### src/rtl/fir_pkg.sv
// Shared types and sizing helpers for the sequential FIR MAC.
// FIR_ROUND_EN adds one guard bit to the accumulator for the rounding add.
package fir_pkg;

    typedef enum logic [1:0] {
        IDLE,
        MAC,
        DONE
    } fir_state_e;

`ifdef FIR_ROUND_EN
    localparam int unsigned ROUND_GUARD = 1;
`else
    localparam int unsigned ROUND_GUARD = 0;
`endif

    function automatic int unsigned idx_w(input int unsigned num_taps);
        return (num_taps > 1) ? $clog2(num_taps) : 1;
    endfunction

    // Worst-case sum of num_taps full-width products, plus the rounding guard bit.
    function automatic int unsigned acc_w(input int unsigned num_taps,
                                          input int unsigned data_w,
                                          input int unsigned coef_w);
        return data_w + coef_w + $clog2(num_taps) + ROUND_GUARD;
    endfunction

    function automatic int unsigned unity_coef(input int unsigned coef_frac);
        return 32'd1 << coef_frac;
    endfunction

endpackage

### src/rtl/fir_round_sat.sv
// Combinational scale-down of the accumulator to DATA_W with clipping.
// FIR_ROUND_EN selects round-half-up; otherwise the shift truncates (floor).
module fir_round_sat
    import fir_pkg::*;
#(
    parameter int unsigned ACC_W     = 35,
    parameter int unsigned DATA_W    = 16,
    parameter int unsigned COEF_FRAC = 12
) (
    input  logic signed [ACC_W-1:0]  i_acc,
    output logic signed [DATA_W-1:0] o_data,
    output logic                     o_sat
);

    localparam logic signed [ACC_W-1:0] SAT_MAX = {{(ACC_W-DATA_W+1){1'b0}}, {(DATA_W-1){1'b1}}};
    localparam logic signed [ACC_W-1:0] SAT_MIN = {{(ACC_W-DATA_W+1){1'b1}}, {(DATA_W-1){1'b0}}};

    logic signed [ACC_W-1:0] w_biased;
    logic signed [ACC_W-1:0] w_shifted;

`ifdef FIR_ROUND_EN
    localparam logic signed [ACC_W-1:0] HALF_LSB = ACC_W'(64'd1 << (COEF_FRAC - 1));
    assign w_biased = i_acc + HALF_LSB;
`else
    assign w_biased = i_acc;
`endif

    assign w_shifted = w_biased >>> COEF_FRAC;

    always_comb begin
        o_sat  = 1'b1;
        o_data = SAT_MAX[DATA_W-1:0];
        if (w_shifted > SAT_MAX) begin
            o_data = SAT_MAX[DATA_W-1:0];
        end else if (w_shifted < SAT_MIN) begin
            o_data = SAT_MIN[DATA_W-1:0];
        end else begin
            o_data = w_shifted[DATA_W-1:0];
            o_sat  = 1'b0;
        end
    end

endmodule

### src/rtl/fir_mac_seq.sv
// Sequential FIR: one multiplier shared over NUM_TAPS cycles, clock-enable low-power hold.
// Define FIR_ROUND_EN for round-half-up output scaling instead of truncation.
module fir_mac_seq
    import fir_pkg::*;
#(
    parameter int unsigned NUM_TAPS  = 4,
    parameter int unsigned DATA_W    = 16,
    parameter int unsigned COEF_W    = 16,
    parameter int unsigned COEF_FRAC = 12
) (
    input  logic                        clk,
    input  logic                        reset_n,
    input  logic                        low_power_mode,
    input  logic                        in_valid,
    output logic                        in_ready,
    input  logic [DATA_W-1:0]           data_in,
    output logic                        out_valid,
    input  logic                        out_ready,
    output logic [DATA_W-1:0]           out_data,
    output logic                        out_sat,
    input  logic                        coef_wr_en,
    input  logic [$clog2(NUM_TAPS)-1:0] coef_wr_addr,
    input  logic [COEF_W-1:0]           coef_wr_data
);

    localparam int unsigned IDX_W    = idx_w(NUM_TAPS);
    localparam int unsigned ACC_W    = acc_w(NUM_TAPS, DATA_W, COEF_W);
    localparam int unsigned PROD_W   = DATA_W + COEF_W;
    localparam logic [IDX_W-1:0] LAST_IDX = IDX_W'(NUM_TAPS - 1);
    localparam logic [COEF_W-1:0] UNITY   = COEF_W'(unity_coef(COEF_FRAC));

    fir_state_e               r_state, w_state_d;
    logic signed [DATA_W-1:0] r_delay [NUM_TAPS];
    logic signed [COEF_W-1:0] r_coef  [NUM_TAPS];
    logic signed [ACC_W-1:0]  r_acc;
    logic [IDX_W-1:0]         r_idx;
    logic                     r_out_valid;
    logic                     r_out_sat;
    logic [DATA_W-1:0]        r_out_data;

    logic                     w_en;
    logic                     w_accept;
    logic                     w_load;
    logic                     w_mac_step;
    logic signed [PROD_W-1:0] w_prod;
    logic signed [DATA_W-1:0] w_rs_data;
    logic                     w_rs_sat;

    assign w_en     = !low_power_mode;
    assign w_accept = in_ready && in_valid;
    assign w_prod   = PROD_W'(r_delay[r_idx]) * PROD_W'(r_coef[r_idx]);

    always_comb begin
        w_state_d  = r_state;
        in_ready   = 1'b0;
        w_load     = 1'b0;
        w_mac_step = 1'b0;
        unique case (r_state)
            IDLE: begin
                in_ready = w_en;
                if (in_valid && w_en) w_state_d = MAC;
            end
            MAC: begin
                if (w_en) begin
                    w_mac_step = 1'b1;
                    if (r_idx == LAST_IDX) w_state_d = DONE;
                end
            end
            DONE: begin
                if (w_en && (!r_out_valid || out_ready)) begin
                    w_load    = 1'b1;
                    w_state_d = IDLE;
                end
            end
            default: w_state_d = IDLE;
        endcase
    end

    always_ff @(posedge clk or negedge reset_n) begin
        if (!reset_n) r_state <= IDLE;
        else          r_state <= w_state_d;
    end

    always_ff @(posedge clk or negedge reset_n) begin
        if (!reset_n) begin
            for (int k = 0; k < NUM_TAPS; k++) begin
                r_delay[k] <= '0;
                r_coef[k]  <= (k == 0) ? UNITY : '0;
            end
            r_acc       <= '0;
            r_idx       <= '0;
            r_out_valid <= 1'b0;
            r_out_data  <= '0;
            r_out_sat   <= 1'b0;
        end else begin
            if (w_accept) begin
                r_delay[0] <= data_in;
                for (int k = 1; k < NUM_TAPS; k++) r_delay[k] <= r_delay[k-1];
                r_acc <= '0;
                r_idx <= '0;
            end else if (w_mac_step) begin
                r_acc <= r_acc + ACC_W'(w_prod);
                r_idx <= (r_idx == LAST_IDX) ? '0 : r_idx + IDX_W'(1);
            end
            // Coefficient writes land regardless of the clock-enable, but only while idle.
            if (r_state == IDLE && coef_wr_en && (32'(coef_wr_addr) < NUM_TAPS)) begin
                r_coef[coef_wr_addr] <= coef_wr_data;
            end
            if (w_load) begin
                r_out_valid <= 1'b1;
                r_out_data  <= w_rs_data;
                r_out_sat   <= w_rs_sat;
            end else if (r_out_valid && out_ready) begin
                r_out_valid <= 1'b0;
            end
        end
    end

    fir_round_sat #(
        .ACC_W     (ACC_W),
        .DATA_W    (DATA_W),
        .COEF_FRAC (COEF_FRAC)
    ) u_round_sat (
        .i_acc  (r_acc),
        .o_data (w_rs_data),
        .o_sat  (w_rs_sat)
    );

    assign out_valid = r_out_valid;
    assign out_data  = r_out_data;
    assign out_sat   = r_out_sat;

endmodule

### config.mk
export PLATFORM = sky130hd
export DESIGN_NAME = fir_mac_seq
export DESIGN_NICKNAME = d
export VERILOG_FILES = /design/src/rtl/fir_pkg.sv /design/src/rtl/fir_round_sat.sv /design/src/rtl/fir_mac_seq.sv
export SDC_FILE = /design/constraint.sdc
export NUM_CORES = 1
export LEC_CHECK = 0
export CAP_MARGIN = 10
export CORE_UTILIZATION = 45
export DETAILED_ROUTE_END_ITERATION = 10
export GPL_ROUTABILITY_DRIVEN = 0
export GPL_TIMING_DRIVEN = 0
export HOLD_SLACK_MARGIN = 0.06
export SYNTH_ARGS = -nofsm -noshare
export SYNTH_HDL_FRONTEND = slang
export SYNTH_HIERARCHICAL = 1
export SYNTH_SLANG_ARGS = --single-unit
### constraint.sdc
create_clock -name clk -period 9.8 [get_ports clk]
set_input_delay 1.96 -clock clk [delete_from_list [all_inputs] [get_ports clk]]
set_output_delay 1.96 -clock clk [all_outputs]
set_load 0.01 [all_outputs]
Yosys cells after proc, flatten, opt, wreduce, memory -nomap -nowiden
Index checks and enable logic that the tools add are counted.
Widths: inputs -> output; s select.
{ "word_totals": {"in_bits": 40, "ff_bits": 184, "wordCells": 74, "out_inout_bits": 19} }
{ "classes": {"eq_ne": 7, "n_lt_le_gt_ge": 5, "multipliers": 1, "n_reduce_logical": 13, "bitwise_logic": 2, "addsub": 2, "muxes": 30} }
{ "op_table": {"columns": ["cell", "count"], "rows": [
  ["$mux 16", 7],
  ["$mux 34", 2],
  ["$bmux 16 s2", 2],
  ["$bwmux 64", 1],
  ["$add 34x32->34", 1],
  ["$demux 16 s2", 1],
  ["$mul 16x16->32", 1],
  ["$gt 22x16->1 const B", 1],
  ["$lt 22x16->1 const B", 1],
  ["$mux 2", 7],
  ["$mux 1", 9],
  ["$ne 2x2->1 const B", 4],
  ["$ge 3x3->1 const B", 2],
  ["$logic_and 1x1->1", 6],
  ["$not 2->3", 2],
  ["$pmux 2 s3", 1],
  ["$eq 2x2->1 const B", 2],
  ["$reduce_and 4->1", 1],
  ["$reduce_bool 2->1", 2],
  ["$lt 3x1->1 const B", 1],
  ["$add 2x1->2 const B", 1],
  ["$eq 2x1->1 const B", 1],
  ["$logic_not 1->1", 2],
  ["$logic_not 2->1", 1],
  ["$logic_or 1x1->1", 1]
]} }

Logic depth before layout (Yosys ltp)
Gate-level depths: netlist of run 1.
{ "logic_depth": {"word_depth": 8, "ltp_mapped": 28, "mapped_depth_nobuf": 24} }

Cells and area by module
The synthesis of run 1 kept the hierarchy.
{ "modules_own_cells": {"columns": ["mod", "area_per_inst_um2", "instances", "seq_area_each_um2", "cells_per_inst"], "rows": [
  ["fir_mac_seq", 19019.5, 1, 4605.7, 1803],
  ["fir_round_sat", 345.3, 1, 0.0, 46]
]} }

Least setup slack after synthesis of run 1
Ideal clock, no wire load.
{ "synth_path": {"path_type": "flip-flop to flip-flop", "startpoint": "register r_idx[1]", "endpoint": "register r_acc[29]", "synth_period_minus_slack_ps": 7178, "setup_ps": 122, "stages_incl_launch_ff": 24, "t_required_ps": 9678, "path_buffers": 4, "arrival_time_ps": 7056, "slack_ps": 2622, "cell_sequence": "dfrtp_1 -> buf_2 -> clkbuf_1 -> mux4_2 -> clkbuf_1 -> nand2_1 -> inv_1 -> fa_1 -> fa_1 -> fa_1 -> fa_1 -> fa_1 -> inv_1 -> fa_1 -> inv_1 -> ha_1 -> buf_2 -> a211oi_1 -> o21ai_0 -> a221oi_1 -> o211ai_2 -> a21o_1 -> a211o_1 -> a32o_1"} }
{ "synth_via": {"elab_chain_cells": 8, "elab_cells_between_ends": 11, "classes_between": "add/sub (1); mul (1); mux (8); bitwise (1)"} }
{ "synth_rtl": {"columns": ["item", "line_no", "text"], "rows": [
  ["start: declaration", "fir_mac_seq.sv:36", "logic [IDX_W-1:0] r_idx;"],
  ["start signal: assignment", "fir_mac_seq.sv:103", "r_idx <= (r_idx == LAST_IDX) ? '0 : r_idx + IDX_W'(1);"],
  ["$not 2->3 (implied by the code) (*)", "fir_mac_seq.sv:51", "assign w_prod = PROD_W'(r_delay[r_idx]) * PROD_W'(r_coef[r_idx]);"],
  ["$bmux 16 s2", "fir_mac_seq.sv:51", null],
  ["$mux 16 (implied by the code) (2 in a row)", "fir_mac_seq.sv:51", null],
  ["$mul 16x16->32 (*)", "fir_mac_seq.sv:51", null],
  ["$add 34x32->34 (*)", "fir_mac_seq.sv:102", "r_acc <= r_acc + ACC_W'(w_prod);"],
  ["$mux 34 (*)", "fir_mac_seq.sv:101", "end else if (w_mac_step) begin"],
  ["$mux 34 (*)", "fir_mac_seq.sv:96", "if (w_accept) begin"],
  ["end signal: assignment", "fir_mac_seq.sv:102", null],
  ["end: declaration", "fir_mac_seq.sv:35", "logic signed [ACC_W-1:0] r_acc;"]
]} }
Mark *: on every way between the ends. The rest lies on a longest branch, timed or not. The select of a mux whose other input is x is not followed.
A chain may end at the register's enable or synchronous reset.

Final worst setup path of run 1
{ "layout_path": {"startpoint": "register r_idx[1]", "endpoint": "register r_acc[33]"} }
The elaborated chain is that of the path after synthesis.

==> results.md, run 1 <==
* RSZ-0062 raised after global routing: no
* Fin util at 50.4%
* Post-layout nets at about 2400
* Clock skew at 0.0228 ns
* First-pass GRT wire length at 78200 microns
* Via Count at about 13000
* Core ar. at 42200 sq um
* Drt total wl at 47800 microns
* Root Driver: clkbuf_16
* Post-CTS setup buffer count at 0
* Syn avg cell area at 10.5 sq um
* Reg2Reg Setup Slack at 1.28 ns
* Max_slew headroom at around an eighth
* Vias/cell at 5.40
* Mapped Nets at between 2000 and 2500
* Most common cell in the netlist: inv_1
* Fmax at 117 MHz
* Tot GR Track Use at 23.7%
* Post-layout min period at ~8.5 ns
* Cell variety after synth at 62
* MaxCap Viol Count at 0
* Most Used Layer, Global Route: met2
* Max-slew violation count at 0
* First drt pass iteration count at 5
* Reg2Reg Capture Point: r_acc[33]
* Syn. warnings at 6
* Post-synth top cells: inv_1 (351), fa_1 (305), dfrtp_1 (183)
* Met3 Use GR at 3.68%
* Number of remaining DRC errors at 0
* Htree depth at 4
* Dominant cells by area after synthesis: fa_1 (32%), dfrtp_1 (24%), mux2_2 (9.6%)
* Slew @ Worst Pin at around 1.3 ns
* Period utilization at 86.9%
* PortBufs at 58
* Cts repair resizes at 0
* Crit-path max cell delay at 0.63 ns
* Die Wd at 209 microns
* Setup violators final at 0
* Clk_lat worst skew at around 0.50 ns
* CP endpoint: r_acc[33]
* Mapped cell area at 19400 sq um
* CP arrival at 8.95 ns
* Most used DFF post-synth: dfrtp_1
* Hold_buf cts at 0
* Final hold vios at 0
* Vias in the first global route at 14349
* Grt ovf at 0
* Clock slew at reported path FFs at 0.07 ns
* Dpl hpwl at 38500 microns
* Num CTS Buffers at 17
* Post-DRT Antenna Nets at 0
* Clock Sinks at 184
* Outcome: complete, no violations
* Worst r2r src: r_idx[1]
* Wire per inst at 19.3 microns
* Post-synth EDFFs at 0
* Required time worst endpoint at 10.23 ns
* Die area at between 40000 and 50000 sq um
* Hold Crit Class: reg -> reg
* Number of DRC markers in iteration 0 at 831
* Critical Path Most Common Cell: fa_1
* Initial core utilization at 45.9%
* Critical path startpoint category: flop
* Worst-case clock buffer depth at 2
* Length in cells of the worst reg-to-reg path at 25
* Largest net degree at the start of global routing at between 100 and 150
* Gate Count Post-Synth at 1849
* Crit Path Class: reg -> reg
* Met2 Use GR at around 40%
* Flops & latches, synth at approximately 180
* Ys async rst share at 100%
* Share of cells above drive strength 1 at roughly an eighth
* Chip Height at 209 microns
* Worst Setup End Kind: flop
* Crit-path slowest cell: o21ai_1
* Initial antenna violation count at 0
* Area Growth Syn to Fin at 9.85%
* Maximum fanout along the worst path at 10
* Post-synth top area share at 31.5%
* Sequential area share after synthesis at 23.8%
* Num ports at just under 60
* Row count at 75
* Leading area contributor after synthesis: fa_1
* TritonCTS clock tree: done
* Routing usage on met1 at between 30% and 40%
* Setup crit start: r_idx[1]
## sequential cells by signal, indices dropped and copies added (netlist names)
name / count
r_delay: 64
out_sat: 1
out_data: 16
out_valid: 1
r_coef: 64
r_idx: 2
r_acc: 34
r_state: 2
## worst min-delay path by stage
stage	from	endpoint	slack (ns)	cells past startpoint
after floorplan	r_acc[10]	r_acc[10]	0.46	2
after global placement	r_acc[10]	r_acc[10]	0.48	2
after detailed placement	r_coef[19]	r_coef[19]	0.49	1
after CTS	r_coef[19]	r_coef[19]	0.50	1
after global routing	r_delay[9]	r_delay[9]	0.52	1
final	r_coef[10]	r_coef[10]	0.50	1
## metrics by stage
stage | instances | setup TNS (ns) | hold WS [ns] | setup WS (ns) | cell area, sq um
after floorplan | 1849 | 0 | 0.456 | 2.62 | 19400
after global placement | 2446 | -191.22 | 0.476 | -1.07 | 20600
after detailed placement | 2449 | 0 | 0.487 | 1.33 | 20700
after CTS | 2481 | 0 | 0.505 | 1.31 | 21300
after global routing | 2482 | 0 | 0.516 | 0.932 | 21300
final | 2483 | 0 | 0.504 | 1.28 | 21300
## cells by family (layout without fill, tap and decap cells)
logic type | count (synthesis) | after routing | synth area share [%]
buffers and inverters | 430 | 524 | 8.55
AND/OR/NAND/NOR | 428 | 428 | 10.0
AO/OA/AOI/OAI | 173 | 173 | 6.02
other | 0 | 1 | 0
XOR/XNOR | 27 | 27 | 1.26
adder cells (fa/ha/maj) | 408 | 408 | 38.2
multiplexers | 199 | 199 | 12.2
flip-flops | 184 | 184 | 23.8
## area by class of cell
class | instances | area [sq um]
fillers | 3898 | 21000
multi-input cells | 1235 | 13100
flip-flops and latches | 184 | 4610
inverters | 351 | 1320
well taps | 539 | 674
repair buffers | 62 | 631
clock buffers | 17 | 425
plain buffers | 79 | 339
clock inverters | 15 | 174
diodes | 1 | 2.50
## placed cells by master (no fill, tap or decap), types with 20 or more instances in the layout
cell / synthesis / layout
buf_2: 19 / 21
clkdlybuf4s50_1: 0 / 57
inv_1: 351 / 351
dfrtp_1: 183 / 183
o21ai_0: 41 / 40
nand2_1: 181 / 181
and2_1: 32 / 32
nor2_1: 118 / 118
ha_1: 103 / 103
mux2_2: 165 / 165
mux2i_1: 21 / 21
clkbuf_1: 57 / 57
nand4_1: 20 / 20
a21oi_1: 27 / 27
fa_1: 305 / 305
## layer usage
| layer | vias up | wire length, microns |
|---|---|---|
| met5 | - | 0 |
| met4 | 0 | 1630 |
| met3 | 68 | 2680 |
| met2 | 343 | 23300 |
| met1 | 6971 | 20100 |
| li1 | 6015 | - |
## worst max-delay path: cells and delay by family, from the launching register on
family / cells / cell delay [ns]
adder cells (fa/ha/maj): 7 / 3.41
buffers and inverters: 8 / 1.74
AND/OR/NAND/NOR: 6 / 1.57
AO/OA/AOI/OAI: 3 / 1.12
flip-flops: 1 / 0.35
multiplexers: 1 / 0.24
Power of run 1 is left out: the tool's default activity adds up to more than one toggle a clock period on the data nets, which glitch-free logic cannot reach.
==> inputs of run 2 (changes only) <==
--- a/config.mk
+++ b/config.mk
@@ -6,11 +6,12 @@
 export NUM_CORES = 1
 export LEC_CHECK = 0
 export CAP_MARGIN = 10
-export CORE_UTILIZATION = 45
+export CORE_UTILIZATION = 57
 export DETAILED_ROUTE_END_ITERATION = 10
 export GPL_ROUTABILITY_DRIVEN = 0
 export GPL_TIMING_DRIVEN = 0
 export HOLD_SLACK_MARGIN = 0.06
+export PLACE_DENSITY = 0.75
 export SYNTH_ARGS = -nofsm -noshare
 export SYNTH_HDL_FRONTEND = slang
 export SYNTH_HIERARCHICAL = 1
==> run 2 against run 1 <==
  * Fmax up 0.19%
  * Flip-flop and latch count unchanged
  * Core utilization up 13 points
  * First-iteration DRC count up 11%
  * Final cell count down 3.7%
  * Clock skew down 0.0058 ns
  * Design area down 0.51%
  * Non-clock buffer count unchanged
  * Critical path type unchanged
==> results.md, run 2 (same netlist as run 1, synthesis figures left out) <==
* CP arrival at roughly 8.9 ns
* Diode count at 0
* Share of cells above drive strength 1 at about an eighth
* Required time worst endpoint at 10.15 ns
* PortBufs at 58
* Area used by multi-input combinational logic at 13100 sq um
* Clock skew at 0.0170 ns
* Grt ovf at 0
* TritonCTS clock tree: done
* Vias in the first global route at between 10000 and 15000
* Root Driver: clkbuf_16
* Drt total wl at 47200 microns
* Number of remaining DRC errors at 0
* Via Count at 13665
* Crit Path Class: reg -> reg
* Clock Sinks at 184
* Post-layout min period at roughly 8.5 ns
* Initial core utilization at 57.9%
* FF+latch area at 4610 sq um
* Crit-path slowest cell: fa_1
* Met2 WL at roughly 23000 microns
* Largest registers: r_coef x64, r_delay x64, r_acc x34
* Clock slew at reported path FFs at 0.08 ns
* Hold_buf cts at 0
* Die area at 34700 sq um
* Die Wd at 186 microns
* Worst-case clock buffer depth at 2
* Row count at 67
* Most common cell after layout, fill and taps aside: inv_1
* Routed met3 length at 3350 microns
* Area Growth Syn to Fin at 9.29%
* Final hold vios at 0
* Crit-path max cell delay at 0.89 ns
* Initial antenna violation count at 0
* CP Cell Sequence: buf_2 > clkbuf_1 > mux4_2 > clkbuf_1 > nand2_1 > inv_1 > fa_1 > fa_1 > fa_1 > fa_1 > fa_1 > inv_1 > fa_1 > inv_1 > ha_1 > buf_2 > a211oi_1 > o21ai_0 > a221oi_1 > o211ai_2 > a21o_1 > a211o_1 > a32o_1
* Highest routed layer: met4
* Tot GR Track Use at between 20% and 30%
* Critical Path Most Common Cell: fa_1
* Post-layout nets at 2378
* First-pass GRT wire length at 78800 microns
* Fmax at roughly 120 MHz
* Num ports at 59
* Commonest non-fill, non-tap cells in the layout: inv_1 (351), fa_1 (305), dfrtp_1 (183)
* Setup_tns at 0 ns
* Setup violators final at 0
* MaxCap Viol Count at 0
* Post-Place Cells at 2358
* Final-layout fill cell count at 2667
* Maximum fanout along the worst path at 10
* Largest net degree at the start of global routing at 129
* Wire per inst at 19.7 microns
* Clk_lat worst skew at 0.46 ns
* Slew @ Worst Pin at 1.31 ns
* Number of DRC markers in iteration 0 at a little over 900
* Cts repair resizes at 0
* Max-slew violation count at 0
* Post-DRT Antenna Nets at 0
* Outcome: complete, no violations
* Num CTS Buffers at 17
* Worst Setup End Kind: flop
* Max_slew headroom at 11.7%
* First drt pass iteration count at 7
* Critical path startpoint category: flop
* Htree depth at 4
* Chip Height at between 150 and 200 microns
* Core ar. at roughly 33000 sq um
* Hold Crit Class: reg -> reg
* RSZ-0062 raised after global routing: no
* Period utilization at between 80% and 90%
* Fin cells at 2390
* DRT met1 WL at 18800 microns
* Post-CTS setup buffer count at 0
* Vias/cell at 5.72
* Dpl hpwl at 37400 microns
## run 2: changes by cell type in the layout (fill, tap and decap cells not counted), sizes merged
cell / change
diode: -1
clkbuf: -1
clkinv: -1
bufinv: +1
buf: +1
clkinvlp: -1
## run 2: worst paths after layout
check                           start    endpoint  slack [ns]  cells after the start
min in group asynchronous     reset_n    r_acc[0]        1.40                      1
setup / recovery             r_idx[1]   r_acc[29]        1.30                     23
hold reg to reg            r_coef[24]  r_coef[24]        0.51                      1
hold / removal             r_coef[24]  r_coef[24]        0.51                      1
setup reg to reg             r_idx[1]   r_acc[29]        1.30                     23
max in group asynchronous     reset_n  r_coef[59]        7.39                      2
## run 2: critical path, delay by kind of cell (launching register included)
kind	cells	cell delay (ns)
AND/OR/NAND/NOR	1	0.27
flip-flops	1	0.35
buffers and inverters	7	1.89
AO/OA/AOI/OAI	7	1.69
multiplexers	1	0.52
adder cells (fa/ha/maj)	7	3.66
## run 2: layout make-up
cell class / instances / area share, %
multi-input cells: 1235 / 61.9
flip-flops and latches: 184 / 21.8
inverters: 351 / 6.23
repair buffers: 62 / 2.99
well taps: 448 / 2.65
clock buffers: 17 / 2.01
plain buffers: 79 / 1.60
clock inverters: 14 / 0.851
## run 2: stage by stage
step | instance area (sq um) | setup slack (ns) | hold WS, ns | util, %
after floorplan | 19400 | 2.62 | 0.456 | -
after global placement | 20500 | -0.818 | 0.479 | 61.3
after detailed placement | 20600 | 1.42 | 0.488 | 61.4
after CTS | 21200 | 1.37 | 0.506 | 63.3
after global routing | 21200 | 0.933 | 0.518 | 63.3
final | 21200 | 1.30 | 0.506 | 63.3
## run 2: routing by layer
layer | up-vias | global-route usage [%]
li1 | 6004 | -
met4 | 0 | 14.6
met2 | 493 | 48.0
met5 | - | 0
met3 | 127 | 5.60
met1 | 7041 | 38.0
Power of run 2 is left out for the same reason.
==> inputs of run 3 (changes only) <==
--- a/config.mk
+++ b/config.mk
@@ -14,5 +14,4 @@
 export PLACE_DENSITY = 0.75
 export SYNTH_ARGS = -nofsm -noshare
 export SYNTH_HDL_FRONTEND = slang
-export SYNTH_HIERARCHICAL = 1
 export SYNTH_SLANG_ARGS = --single-unit
==> run 3 against run 2 <==
  * Flip-flop and latch count unchanged
  * Core utilization increased by 0.49 points
  * Register-to-register slack got worse by 0.35 ns
  * Synthesized cell count decreased by 1.2%
  * First-iteration DRC count increased by 16%
  * Sequential share of layout area increased by 0.33 points
  * Critical path type unchanged
  * Largest cell class unchanged
==> results.md, run 3 <==
* Outcome: complete, no violations
* Mapped Nets at 2274
* Post-layout nets at 2354
* Grt ovf at 0
* Initial antenna violation count at 0
* Length in cells of the worst reg-to-reg path at 25
* Hold_buf cts at 0
* Most common cell in the netlist: inv_1
* Dominant cells by area after synthesis: fa_1 (32%), dfrtp_1 (24%), mux2_2 (8.7%)
* Clock Sinks at 184
* Syn avg cell area at 10.4 sq um
* TritonCTS clock tree: done
* CP arrival at 9.20 ns
* Worst Setup End Kind: flop
* Sequential area share after synthesis at between 20% and 30%
* Num CTS Buffers at 17
* Die area at about 34000 sq um
* Row count at 66
* Drt total wl at about 46000 microns
* Most used DFF post-synth: dfrtp_1
* RSZ-0062 raised after global routing: no
* Htree depth at 4
* Vias/cell at between 5 and 6
* Number of DRC markers in iteration 0 at 1068
* Hold Crit Class: reg -> reg
* Wire per inst at roughly 19 microns
* Post-Place Cells at 2329
* Post-CTS setup buffer count at 0
* Num ports at around 60
* Share of cells above drive strength 1 at roughly 11%
* MaxCap Viol Count at 0
* Max-slew violation count at 0
* Tot GR Track Use at 29.6%
* Post-synth EDFFs at 0
* Diode count at 0
* Largest net degree at the start of global routing at 131
* Post-DRT Antenna Nets at 0
* Largest registers: r_coef x64, r_delay x64, r_acc x34
* Via Count at 13446
* Clock skew at 0.00979 ns
* Crit Path Class: reg -> reg
* Die Wd at 185 microns
* Initial core utilization at 58.2%
* Most common cell after layout, fill and taps aside: inv_1
* Post-layout min period at roughly 8.9 ns
* Area Growth Syn to Fin at 9.50%
* Post-synth top area share at 32.1%
* Mapped cell area at 19000 sq um
* Maximum fanout along the worst path at 10
* Chip Height at 185 microns
* Required time worst endpoint at 10.14 ns
* Post-synth top cells: inv_1 (355), fa_1 (305), nand2_1 (203)
* Max_slew headroom at 13.2%
* Slew @ Worst Pin at 1.29 ns
* Clk_lat worst skew at 0.45 ns
* Gate Count Post-Synth at 1826
* Dpl hpwl at 36400 microns
* Crit-path max cell delay at 0.78 ns
* Cts repair resizes at 0
* Clock slew at reported path FFs at 0.08 ns
* Ys async rst share at 100%
* First drt pass iteration count at 6
* Critical Path Most Common Cell: fa_1
* Flops & latches, synth at 184
* Root Driver: clkbuf_16
* Commonest non-fill, non-tap cells in the layout: inv_1 (355), fa_1 (305), nand2_1 (203)
* Leading area contributor after synthesis: fa_1
* Crit-path slowest cell: o21ai_1
* Cell variety after synth at 56
* Final hold vios at 0
* Hold Crit Depth at 2
* Fmax at 113 MHz
* Period utilization at approximately nine tenths
* First-pass GRT wire length at 75700 microns
* Syn. warnings at 0
* Vias in the first global route at roughly 14000
* Fin cells at 2361
* PortBufs at 58
* Critical path startpoint category: flop
* Number of remaining DRC errors at 0
* Worst-case clock buffer depth at 2
* Setup violators final at 0
* Core ar. at about 33000 sq um
* Final-layout fill cell count at 2582
==> run 3: cell type report <==
cell class / count / area (sq um) / area share (%)
buffer: 69 / 282 / 1.35
clock inverter: 15 / 198 / 0.948
inverter: 356 / 1340 / 6.41
clock buffer: 17 / 425 / 2.04
tap: 442 / 553 / 2.65
multi-input combinational: 1217 / 12800 / 61.5
timing repair buffer: 61 / 628 / 3.01
sequential: 184 / 4610 / 22.1
==> run 3: worst max-delay path, delay by kind of cell, from the launching register on <==
family	cells	cell delay [ns]
adders and majority gates	7	3.40
muxes	2	0.62
and+or+nand+nor	5	0.81
buffers and inverters	7	1.42
DFF	1	0.37
AOI/OAI and AO/OA	4	2.11
==> run 3: worst paths after layout <==
check	from	to	slack, ns
worst max-delay path	r_idx[1]	r_acc[32]	0.94
worst min-delay path	out_data[12]	out_data[12]	0.49
worst max register to register	r_idx[1]	r_acc[32]	0.94
worst min register to register	out_data[12]	out_data[12]	0.49
max in group asynchronous	reset_n	r_coef[22]	7.40
min in group asynchronous	reset_n	r_acc[4]	1.40
==> run 3: layer usage <==
layer,vias up,GRT usage (%),routed length (microns),part of all wire (%)
met2,549,47.4,21800,48
met3,128,5.51,3550,7.8
met5,-,0,0,0
met1,6901,38.8,18100,39
li1,5868,-,-,-
met4,0,15.1,2410,5.3
==> run 3: kinds of logic after synthesis <==
group | share of synthesized area, %
XOR/XNOR | 1.56
flip-flops | 24.2
multiplexers | 11.6
AND/OR/NAND/NOR | 9.35
adder cells (fa/ha/maj) | 38.8
AO/OA/AOI/OAI | 6.02
buffers and inverters | 8.50
==> run 3: metrics by stage <==
step | hold WS, ns | instance area (sq um) | util, % | TNS (ns) | setup slack (ns)
2_1_floorplan | 0.455 | 19000 | - | 0 | 2.85
3_3_place_gp | 0.469 | 20200 | 61.7 | -132.22 | -0.734
3_5_place_dp | 0.474 | 20200 | 61.9 | 0 | 1.20
4_1_cts | 0.492 | 20900 | 63.8 | 0 | 1.15
5_1_grt | 0.515 | 20900 | 63.8 | 0 | 0.488
6_report | 0.486 | 20900 | 63.8 | 0 | 0.944
Power of run 3 is left out for the same reason.
